[config.mk]
export PLATFORM = sky130hd
export DESIGN_NAME = fetch_pc_fifo
export DESIGN_NICKNAME = d
export VERILOG_FILES = /design/src/rtl/fetch_pc_fifo_pkg.sv /design/src/rtl/fetch_pc_fifo.sv
export SDC_FILE = /design/constraint.sdc
export NUM_CORES = 1
export LEC_CHECK = 0
export BUFFER_PORTS_ARGS = -buffer_cell sky130_fd_sc_hd__buf_4
export CORE_UTILIZATION = 39
export CTS_BUF_LIST = sky130_fd_sc_hd__clkbuf_8
export CTS_CLUSTER_SIZE = 20
export DETAILED_ROUTE_END_ITERATION = 8
export MAX_ROUTING_LAYER = met4
export PLACE_DENSITY = 0.64
export SLEW_MARGIN = 20
export SYNTH_ARGS = -nofsm -noshare
export SYNTH_HDL_FRONTEND = slang
export SYNTH_SLANG_ARGS = --single-unit
[constraint.sdc]
create_clock -name clk -period 3.72 [get_ports clk]
set_input_delay 0.186 -clock clk [delete_from_list [all_inputs] [get_ports clk]]
set_output_delay 0.186 -clock clk [all_outputs]
set_load 0.05 [all_outputs]
[src/rtl/fetch_pc_fifo_pkg.sv]
// Shared types for the fetch-PC decoupling buffer.
// Holds the entry layout that travels between the next-PC generator and the
// instruction-cache request stage, plus the architectural fetch reset vector.
package fetch_pc_fifo_pkg;

  // One fetch slot: the PC being fetched and the PC predicted to follow it.
  // They are packed together so they can never be separated in storage.
  typedef struct packed {
    logic [31:0] pc;
    logic [31:0] npc_pred;
  } fetch_pc_entry_t;

  // Architectural fetch reset vector; handy as a base address in benches.
  localparam logic [31:0] FETCH_PC_RESET = 32'h1c00_0000;

  // Build an entry from its two halves.
  function automatic fetch_pc_entry_t fetch_pc_entry_pack(
    input logic [31:0] pc,
    input logic [31:0] npc_pred
  );
    fetch_pc_entry_t e;
    e.pc       = pc;
    e.npc_pred = npc_pred;
    return e;
  endfunction

endpackage

[src/rtl/fetch_pc_fifo.sv]
// fetch_pc_fifo: in-order buffer between the next-PC generator and the
// I-cache request stage. ready_o back-pressures the generator (its inverse is
// the generator's stall), and flush_i drops every wrong-path entry at once.
//
// Build option: define FETCH_PC_FIFO_BYPASS_EN to let an incoming PC pass
// straight to the outputs in the same cycle while the buffer is empty. When
// it is left undefined the minimum latency is one cycle and no input reaches
// valid_o, pc_o or npc_pred_o combinationally.
module fetch_pc_fifo
  import fetch_pc_fifo_pkg::*;
#(
  parameter  int DEPTH = 4,
  localparam int PTR_W = $clog2(DEPTH)
) (
  input  logic        clk,
  input  logic        rst_n,
  input  logic        valid_i,
  input  logic [31:0] pc_i,
  input  logic [31:0] npc_pred_i,
  output logic        ready_o,
  input  logic        flush_i,
  output logic        valid_o,
  output logic [31:0] pc_o,
  output logic [31:0] npc_pred_o,
  input  logic        ready_i
);

  localparam logic [PTR_W:0] FULL_COUNT = (PTR_W + 1)'(DEPTH);

  logic [PTR_W-1:0] wr_ptr_reg, wr_ptr_next;
  logic [PTR_W-1:0] rd_ptr_reg, rd_ptr_next;
  logic [PTR_W:0]   count_reg,  count_next;

  fetch_pc_entry_t  mem_reg [DEPTH];
  fetch_pc_entry_t  in_entry;
  fetch_pc_entry_t  head_entry;
  fetch_pc_entry_t  out_entry;

  logic             stored_valid;
  logic             push;
  logic             pop;
  logic             bypass_take;
  logic             wr_en;
  logic             rd_en;
  logic [DEPTH-1:0] wr_sel;

  assign in_entry     = fetch_pc_entry_pack(pc_i, npc_pred_i);
  assign head_entry   = mem_reg[rd_ptr_reg];
  assign stored_valid = (count_reg != '0);

  // Space check looks only at the occupancy, never at ready_i, so a full
  // buffer stalls the generator even in a cycle where the head drains.
  assign ready_o = (count_reg != FULL_COUNT);

`ifdef FETCH_PC_FIFO_BYPASS_EN
  logic bypass_active;

  // Empty buffer with a live request: show the request itself at the output.
  assign bypass_active = ~stored_valid & valid_i & ~flush_i;
  assign valid_o       = stored_valid | bypass_active;
  assign out_entry     = stored_valid ? head_entry : in_entry;
  // Consumed on the spot: it is neither written nor read from storage.
  assign bypass_take   = bypass_active & ready_i;
`else
  assign valid_o       = stored_valid;
  assign out_entry     = head_entry;
  assign bypass_take   = 1'b0;
`endif

  // Zero the data outputs when nothing valid is presented so the request
  // stage never sees stale PCs from retired slots.
  assign pc_o       = valid_o ? out_entry.pc       : '0;
  assign npc_pred_o = valid_o ? out_entry.npc_pred : '0;

  assign push  = valid_i & ready_o & ~flush_i;
  assign pop   = valid_o & ready_i & ~flush_i;
  assign wr_en = push & ~bypass_take;
  assign rd_en = pop  & ~bypass_take;

  // One-hot write select for the storage slot addressed by the write pointer.
  for (genvar gi = 0; gi < DEPTH; gi++) begin : g_wr_sel
    assign wr_sel[gi] = wr_en && (wr_ptr_reg == PTR_W'(gi));
  end

  // Next-state for pointers and occupancy; flush empties the buffer and
  // overrides any handshake seen in the same cycle.
  always_comb begin
    wr_ptr_next = wr_ptr_reg;
    rd_ptr_next = rd_ptr_reg;
    count_next  = count_reg;
    if (flush_i) begin
      wr_ptr_next = '0;
      rd_ptr_next = '0;
      count_next  = '0;
    end else begin
      if (wr_en) begin
        wr_ptr_next = wr_ptr_reg + PTR_W'(1);
      end
      if (rd_en) begin
        rd_ptr_next = rd_ptr_reg + PTR_W'(1);
      end
      case ({wr_en, rd_en})
        2'b10:   count_next = count_reg + (PTR_W + 1)'(1);
        2'b01:   count_next = count_reg - (PTR_W + 1)'(1);
        default: count_next = count_reg;
      endcase
    end
  end

  // Control state: asynchronous reset restarts the buffer empty.
  always_ff @(posedge clk or negedge rst_n) begin
    if (!rst_n) begin
      wr_ptr_reg <= '0;
      rd_ptr_reg <= '0;
      count_reg  <= '0;
    end else begin
      wr_ptr_reg <= wr_ptr_next;
      rd_ptr_reg <= rd_ptr_next;
      count_reg  <= count_next;
    end
  end

  // Entry storage: contents need no reset because occupancy gates the outputs.
  always_ff @(posedge clk) begin
    for (int i = 0; i < DEPTH; i++) begin
      if (wr_sel[i]) begin
        mem_reg[i] <= in_entry;
      end
    end
  end

endmodule

* After elaboration in Yosys (flattened, before gate mapping)
Memory sizes are Yosys's and may differ from the RTL's. Index checks and enable logic that the tools add are counted.
Word-level totals: flip-flop bits (word level) 7, memory bits (writable) 256, logic and storage cells 56, memories kept 1
Memories:
- mem_reg | words 4, bits a word 64, rd ports 1, clocked after Yosys merged registers in 0, write ports 1, line fetch_pc_fifo.sv:34 | fetch_pc_entry_t mem_reg [DEPTH];
Operators by class: $add $sub $neg 4, eq/ne operators 6, multiplexer cells 25, bitwise operators 5, reductions and logical operators 12
Operator list (count):
- 64-bit 2-to-1 mux | 3
- 64-bit OR reduction | 3
- 32-bit 2-to-1 mux | 2
- 2-bit 2-to-1 mux | 7
- 1-bit 2-to-1 mux | 11
- 2-bit == test (second input constant) | 3
- 3-bit one-hot mux with 2 select lines | 1
- 3-bit nonzero test | 2
- 2-bit by 1-bit adder with 2-bit output (second input constant) | 2
- 1-bit bitwise AND | 4
- 2-bit by 1-bit == test with 1-bit output (second input constant) | 2
- 1-bit logical AND | 4
- 2-bit nonzero test | 2
- 3-bit by 1-bit adder with 3-bit output (second input constant) | 1
- 3-bit 2-to-1 mux | 1
- 3-bit != test (second input constant) | 1
- 3-bit by 1-bit subtractor with 3-bit output (second input constant) | 1
- 2-bit zero test | 1
- 1-bit inverter | 1

* Depth between registers and ports, before layout
Gate-level depths: netlist (run 1).
depth after elaboration 10, gate-level depth with buffers 7

* Worst setup path before layout (run 1)
No wires, ideal clock.
path type register -> register, from register count_reg[2], to memory mem_reg[0][0] (netlist name) (enable), setup time 429 ps, arrival time 2681 ps, required time 3291 ps, path slack 610 ps, cell stages (with the launch flop) 5, cell sequence dfrtp_1 -> buf_2 -> nor3b_1 -> inv_1 -> and3_1
Between the ends: elaborated cells between the ends (all ways) 24, those cells by class 1 x eq/ne; 14 x mux; 2 x bitwise; 7 x reduce/logical
RTL lines:
- start: declaration | line fetch_pc_fifo.sv:32 | logic [PTR_W:0] count_reg, count_next;
- start signal: assignment | line fetch_pc_fifo.sv:119 | count_reg <= count_next;
- 3-bit != test | line fetch_pc_fifo.sv:53 | assign ready_o = (count_reg != FULL_COUNT);
- via ready_o | line fetch_pc_fifo.sv:20 | output logic ready_o,
- 1-bit bitwise AND (2 in a row) | line fetch_pc_fifo.sv:75 | assign push = valid_i & ready_o & ~flush_i;
- 1-bit logical AND | line fetch_pc_fifo.sv:82 | assign wr_sel[gi] = wr_en && (wr_ptr_reg == PTR_W'(gi));
- via wr_sel[0] | line fetch_pc_fifo.sv:45 | logic [DEPTH-1:0] wr_sel;
- 1-bit 2-to-1 mux | line fetch_pc_fifo.sv:126 | if (wr_sel[i]) begin
- 1-bit 2-to-1 mux (not written as such) | line fetch_pc_fifo.sv:127 | mem_reg[i] <= in_entry;
- 1-bit 2-to-1 mux (no source line) (3 in a row)
- end: declaration | line fetch_pc_fifo.sv:34
The timed path passes the listed nets, and every way through them passes these cells.

* Worst setup path in the final report (run 1)
from register rd_ptr_reg[0], to output port pc_o[21]
Between the ends: longest elaborated chain between the ends 2
Ends and longest elaborated chain:
- start: declaration | line fetch_pc_fifo.sv:31 | logic [PTR_W-1:0] rd_ptr_reg, rd_ptr_next;
- start signal: assignment | line fetch_pc_fifo.sv:118 | rd_ptr_reg <= rd_ptr_next;
- memory 4 x 64 bit
- 32-bit 2-to-1 mux | line fetch_pc_fifo.sv:72 | assign pc_o = valid_o ? out_entry.pc : '0;
- end: declaration | line fetch_pc_fifo.sv:23 | output logic [31:0] pc_o,
Every way passes these cells.

==> results of run 1 <==
## Yosys cell counts, drive strengths merged
| cell type | count | area share, % |
|---|---|---|
| edfxtp | 256 | 75 |
| and2 | 64 | 3.9 |
| mux4 | 64 | 14 |
| buf | 18 | 1.2 |
| clkbuf | 9 | 0.34 |
| dfrtp | 7 | 1.7 |
| inv | 5 | 0.18 |
| nor2 | 5 | 0.18 |
| a21oi | 4 | 0.20 |
| and3 | 4 | 0.24 |
| ha | 4 | 0.49 |
| nand2 | 3 | 0.11 |
| nand3 | 3 | 0.15 |
| nand2b | 2 | 0.12 |
| o21ai | 2 | 0.098 |
| xor2 | 2 | 0.17 |
| a2111oi | 1 | 0.086 |
| a221o | 1 | 0.098 |
| a31oi | 1 | 0.061 |
| fa | 1 | 0.20 |
| mux2 | 1 | 0.11 |
| nor3 | 1 | 0.049 |
| nor3b | 1 | 0.073 |
| o211ai | 1 | 0.073 |
| o21a | 1 | 0.073 |
| o21ba | 1 | 0.098 |
| o21bai | 1 | 0.073 |
| o221ai | 1 | 0.086 |
| o311ai | 1 | 0.086 |
| o31ai | 1 | 0.12 |
| o41ai | 1 | 0.086 |
| or3 | 1 | 0.061 |
| or4 | 1 | 0.073 |
| xnor2 | 1 | 0.086 |
## cell type report
type | count | area, µm² | share of cell area, %
inverter | 5 | 18.8 | 0.144
tap | 330 | 413 | 3.18
multi-input combinational | 175 | 2210 | 17.0
timing repair buffer | 206 | 1740 | 13.4
sequential | 263 | 7870 | 60.6
clock buffer | 45 | 619 | 4.77
antenna | 1 | 2.50 | 0.0193
clock inverter | 31 | 120 | 0.925
## cells in the final DEF, fill, tap and decap left out, types with 4 or more instances in the layout
cell type	Yosys	routed
nor2_1	5	5
ha_1	4	4
inv_1	5	25
dlygate4sd3_1	0	68
clkinv_1	0	8
and3_4	0	4
buf_4	0	137
clkbuf_8	0	45
and2_1	64	64
edfxtp_1	256	256
mux4_2	64	64
dfrtp_1	7	5
a21oi_1	4	4
## power breakdown
part	internal (mW)	switching [mW]
Clock	1.11	1.03
Sequential	3.37	0.0962
Combinational	0.876	1.49
## tightest hold or removal path: stages
cell     delay [ns]
buf_4          0.15
xnor2_1        0.09
nand2_1        0.06
a21oi_1        0.06
## metal layers
layer / wire, µm / share of wire (%) / global-route usage [%]
met1: 8630 / 42 / 20.1
met2: 10200 / 50 / 26.3
met3: 1190 / 5.8 / 3.69
met4: 398 / 2.0 / 5.09
met5: 0 / 0 / -
## cell families (layout without fill, tap and decap cells)
family | count (synthesis) | in the layout | synth area share [%]
compound gates | 17 | 17 | 1.24
xor+xnor | 3 | 3 | 0.257
fa+ha+maj | 5 | 5 | 0.686
buf+inv | 32 | 287 | 1.70
flops | 263 | 263 | 76.9
mux | 65 | 65 | 14.2
other cells | 0 | 1 | 0
simple gates | 85 | 85 | 4.98
## stage by stage
step | hold WS [ns] | setup WS, ns
floorplan | -0.110 | 0.610
global placement | 0.00906 | 1.26
detailed placement | 0.0112 | 1.27
CTS | 0.0254 | 0.679
global route | 0.0677 | 0.593
finish | 0.0648 | 0.812
## repair_timing
item | in CTS | in global routing
hold buffers | 68 | 0
hold endpoints to repair | 269 | 0
setup buffers | 0 | 0
## path summary, 6_finish.rpt
check	start	end	slack (ns)	depth (start not counted)
worst max register to register	count_reg[1]	mem_reg[3][59]	1.38	3
min in group asynchronous	rst_n	rd_ptr_reg[1]	0.65	3
worst min register to register	wr_ptr_reg[1]	wr_ptr_reg[1]	0.60	2
max in group asynchronous	rst_n	rd_ptr_reg[0]	2.77	3
worst max-delay path	rd_ptr_reg[0]	pc_o[21]	0.81	4
worst min-delay path	ready_i	count_reg[0]	0.06	4
==> run metrics, run 1 <==
status finished, final reports clean; share of the yosys chip area belonging to registers 76.9%; Worst EP required between 3 and 4 ns; VDD IR max between 0.3 and 0.4 mV; Die Y 164 µm; RSZ-0062 raised after global routing no; Setup-failing EPs final 0; first-pass GRT wire length approximately 32 mm; largest delay contributor family on the critical path buffers and inverters; All-Layer GR Usage between 15 and 20%; CTS tree built; Placer Congestion about 0.7; drt initial violations ~350; CP max FO 31; max-cap violations 0; leakage power ~4.5 nW; clock buffer depth 3; largest net degree at the start of global routing 66; crit path cell chain buf_4 -> mux4_2 -> and2_1 -> buf_4; clock-pin slew on the worst setup and hold paths ~0.060 ns; final net count 769; gr ovfl total 0; synthesized flop and latch total approximately 260; Data arrival, critical path about 2.7 ns; Placement Cell Area 11500 µm²; Port Buffers between 100 and 150; detailed-route via count approximately 5300; yosys warns 0; Tcrit/Tclk final 78.2%; Starting Density 40.1%; Core ar. about 25000 µm²; Mapped Cells 470; post-layout util between 50% and 60%; CP Launch Type flip-flop; fin cells roughly 1100; synthesized area slightly above 10000 µm²; max incr delay on CP ~0.61 ns; setup TNS 0 ns; Min-Delay Path Class in2reg; Slew @ Worst Pin roughly 1.1 ns; fmax approximately 340 MHz; WP buf/inv 2; share of post-route cells with drive strength above 1 35.9%; slowest stage cell, crit path mux4_2; via/cell ratio roughly 5.0; Synth-to-Final Area Change 27.1%; die area around 27000 µm²; Layout Skew between 0.02 and 0.03 ns; Rows 58; drt total wl 20.4 mm; Inserted Clock Buffers 44; total power about 8.0 mW; Crit. End Element output pin; Slew Limit Fails 0; number of global-route vias before repair around 5800; post-CTS sizing 0; CTS H-tree lvls 2; # clock sinks 263; Most common cell on crit path buf_4; Final Hold Vio Count 0; flip-flop count of the largest register after layout between 200 and 300; IO Count 135; syn avg cell area ~22 µm²; post-route cell area ~13000 µm²; Detail Route Antenna Nets 0; wire per inst between 15 and 20 µm; post-synthesis net count ~540; dpl hpwl 11.0 mm; critical path type reg2out; post-synthesis cell type count 37; fin crit period just under 3 ns; Power Dens Cells about 600 nW/µm²; antenna violations before repair 1; placed cells 910; drc violations 0; Root Buffer clkbuf_8; Max-slew headroom between 20% and 30%; Clk Latency, worst-skew pair around 0.53 ns; fill cell count between 2000 and 2500; DRT Pass-1 Iters 4; Die Wd 164 µm
Note: power is estimated with default switching activity, not from simulation.
==> run 2, diff against run 1 <==
--- a/config.mk
+++ b/config.mk
@@ -5,13 +5,14 @@
 export SDC_FILE = /design/constraint.sdc
 export NUM_CORES = 1
 export LEC_CHECK = 0
+export ABC_AREA = 1
 export BUFFER_PORTS_ARGS = -buffer_cell sky130_fd_sc_hd__buf_4
 export CORE_UTILIZATION = 39
 export CTS_BUF_LIST = sky130_fd_sc_hd__clkbuf_8
 export CTS_CLUSTER_SIZE = 20
 export DETAILED_ROUTE_END_ITERATION = 8
 export MAX_ROUTING_LAYER = met4
-export PLACE_DENSITY = 0.64
+export PLACE_DENSITY = 0.66
 export SLEW_MARGIN = 20
 export SYNTH_ARGS = -nofsm -noshare
 export SYNTH_HDL_FRONTEND = slang
==> constraint.sdc (replaced) <==
create_clock -name clk -period 2.65 [get_ports clk]
set_input_delay 0.1325 -clock clk [delete_from_list [all_inputs] [get_ports clk]]
set_output_delay 0.1325 -clock clk [all_outputs]
set_load 0.05 [all_outputs]
==> run 2 against run 1 <==
Net effect:
- sequential share of layout area is 1.5 points lower
- first-iteration DRC count decreased by 4.0%
- final cell count rose by 33%
- synthesized cell count rose by 74%
- critical endpoint is now npc_pred_o[31]
==> run metrics, run 2 <==
status finished, final reports clean; count leader, synth nor2_1; max incr delay on CP 0.42 ns (-0.19 ns); Sw Share 40.9% (+8.1 points); synthesized flop and latch total 263 (unchanged); Setup-failing EPs final 0 (unchanged); Synth area leaders edfxtp_1 74%, nor2_1 9.6%, o21ai_0 6.2%; R2R setup slack 0.65 ns (-0.73 ns); clock buffer depth 3 (unchanged); CTS H-tree lvls 2 (unchanged); yosys warns 0 (unchanged); R2R cell count 11 (+8); Min-Delay Path Class in2reg; Post-synth ARST share 2.66% (unchanged); setup TNS 0 ns (unchanged); fin cells 1404 (+33%); Die Y 165 µm (+0.53%); RSZ-0062 raised after global routing no; Max-slew headroom 69.3% (+43 points); leakage power 4.89 nW (+8.7%); Slew Limit Fails 0 (unchanged); share of the yosys chip area belonging to registers 76.1% (-0.83 points); worst r2r src count_reg[1]; drt initial violations 337 (-4.0%); Inserted Clock Buffers 43 (-2.3%); Root Buffer clkbuf_8; CTS tree built; final net count 1110 (+44%); largest net degree at the start of global routing 73 (+11%); CP max FO 17 (-45%); max-cap violations 0 (unchanged); flip-flop count of the largest register after layout 256 (unchanged); post-synthesis net count 892 (+64%); Tcrit/Tclk final 92.5%; Slew @ Worst Pin 0.461 ns (-0.645 ns); Min-Delay Endpoint mem_reg[2][18]; Mapped Cells 818 (+74%); post-route cell area 13300 µm² (+2.4%); dpl hpwl 12.5 mm (+14%); Crit. End Element output pin; critical path type reg2out; most common cell after layout, fill and taps aside nor2_1; drt total wl 22.9 mm (+12%); All-Layer GR Usage 17.1% (+0.98 points); Post-synth top cells 263 x nor2_1, 256 x edfxtp_1, 129 x o21ai_0, 67 x a21oi_1, 22 x nand2_1; IO Count 135 (unchanged); CP Launch Type flip-flop; first-pass GRT wire length 34.2 mm (+8.5%); Core ar. 26100 µm² (+2.3%); # clock sinks 263 (unchanged); share of post-route cells with drive strength above 1 19.7% (-16 points); wire per inst 16.3 µm (-15%); Synth top area share 74.4% (-0.81 points); Final Hold Vio Count 0 (unchanged); DRT Pass-1 Iters 5 (+1); slowest stage cell, crit path dfrtp_1; placed cells 1256 (+38%); Psw 5.72 mW (+120%); via/cell ratio 4.87 (-2.9%); Die Wd 165 µm (+0.53%); Reg2Reg Capture Point count_reg[2]; Placer Congestion 0.729 (+4.3%); Detail Route Antenna Nets 0 (unchanged); Layout Skew 0.0124 ns (-0.0149 ns); syn avg cell area 12.6 µm² (-42%); EDFF count, synth 256 (unchanged); drc violations 0 (unchanged); number of global-route vias before repair 6552 (+13%); cell taking the most area after synthesis edfxtp_1; synthesized area 10300 µm² (+1.1%); largest delay contributor family on the critical path buffers and inverters; fin crit period between 2 and 2.5 ns; Power Dens Cells 1050 nW/µm² (+71%); Synth-to-Final Area Change 28.8%; commonest non-fill, non-tap cells in the layout 259 x nor2_1, 256 x edfxtp_1, 143 x buf_4; Flop pwr share 35.3% (-8.2 points); gr ovfl total 0 (unchanged); Clk Latency, worst-skew pair 0.52 ns (about the same); crit path cell chain nor2_1 -> nand2_1 -> inv_2 -> buf_4 -> a21oi_1 -> buf_4; post-synthesis cell type count 19 (-49%); hold depth 2 (-2); ys flop type edfxtp_1; Data arrival, critical path 2.32 ns (-0.40 ns); fmax approximately 400 MHz; P_int 8.27 mW (+54%); Worst EP required 2.52 ns (-1.01 ns); hold_sp npc_pred_i[18]; Port Buffers 134 (unchanged); Logic pwr share 40.8% (+11 points); Placement Cell Area 11800 µm² (+2.0%); Rows 59 (+1.7%); Most common cell on crit path buf_4; Clk pwr share 23.8% (-3.1 points); detailed-route via count 6837 (+29%); Starting Density 39.7% (-0.48 points); post-layout util 51.1% (+0.066 points); WP buf/inv 3 (+1); antenna violations before repair 1 (unchanged); post-CTS sizing 0 (unchanged); die area 27100 µm² (+1.1%); Min Hold Slack 0.357 ns (+0.292 ns); VDD IR max 0.789 mV (+110%); clock-pin slew on the worst setup and hold paths 0.06 ns (about the same)
## run 2: layout make-up
class | instances | area (µm²)
inverter | 14 | 53.8
tap | 335 | 419
multi-input combinational | 493 | 2190
sequential | 263 | 7870
fill | 2238 | 12800
clock buffer | 45 | 619
clock inverter | 32 | 200
antenna | 1 | 2.50
timing repair buffer | 221 | 1950
## run 2: stage by stage
step           setup slack, ns  total power, mW
2_1_floorplan           -0.701             8.90
3_5_place_dp             0.642             10.7
5_1_grt                 0.0143             14.7
4_1_cts                 0.0562             14.1
3_3_place_gp             0.663             10.6
6_report                 0.198             14.0
## run 2: kinds of logic (layout without fill, tap and decap cells)
logic type / Yosys count / after routing / synth area share (%)
adder cells (fa/ha/maj): 5 / 5 / 0.678
buffers and inverters: 62 / 312 / 2.98
AO/OA/AOI/OAI: 200 / 200 / 9.71
XOR/XNOR: 1 / 1 / 0.0848
other: 0 / 1 / 0
AND/OR/NAND/NOR: 287 / 287 / 10.5
flip-flops: 263 / 263 / 76.1
## run 2: metal layers
| metal | vias to the layer above | global-route usage, % | part of all wire [%] |
|---|---|---|---|
| li1 | 3333 | - | - |
| met1 | 3301 | 20.7 | 43 |
| met2 | 169 | 29.0 | 51 |
| met3 | 34 | 3.09 | 4.8 |
| met4 | 0 | 5.88 | 1.8 |
| met5 | - | - | 0 |
## run 2: power groups by stage
stage          clock network [mW]  logic [mW]  registers, mW
6_report                     3.34        5.71           4.95
5_1_grt                      3.62        6.09           4.97
3_5_place_dp                    0        5.60           5.05
3_3_place_gp                    0        5.57           5.05
2_1_floorplan                   0        3.92           4.98
4_1_cts                      3.44        5.70           4.97
## run 2: worst max-delay path by stage
stage	to	slack, ns	depth (start not counted)	start
after floorplan	mem_reg[0][0]	-0.70	6	count_reg[0]
after global placement	npc_pred_o[0]	0.66	6	rd_ptr_reg[0]
after detailed placement	pc_o[4]	0.64	6	rd_ptr_reg[0]
after CTS	pc_o[4]	0.06	6	rd_ptr_reg[0]
after global routing	npc_pred_o[31]	0.01	6	count_reg[1]
final	npc_pred_o[31]	0.20	6	count_reg[1]
## run 2: worst reg2reg max path, delay by kind of cell (launching register included)
kind          cells  cell delay [ns]
buf+inv           1             0.06
simple gates      8             0.82
fa+ha+maj         1             0.40
flops             1             0.42
xor+xnor          1             0.21
## run 2: what timing repair did
action                                 CTS  global route
endpoints found under the hold margin  270             0
setup buffers                            0             1
hold buffers                            69             0
setup endpoints to repair                0            25
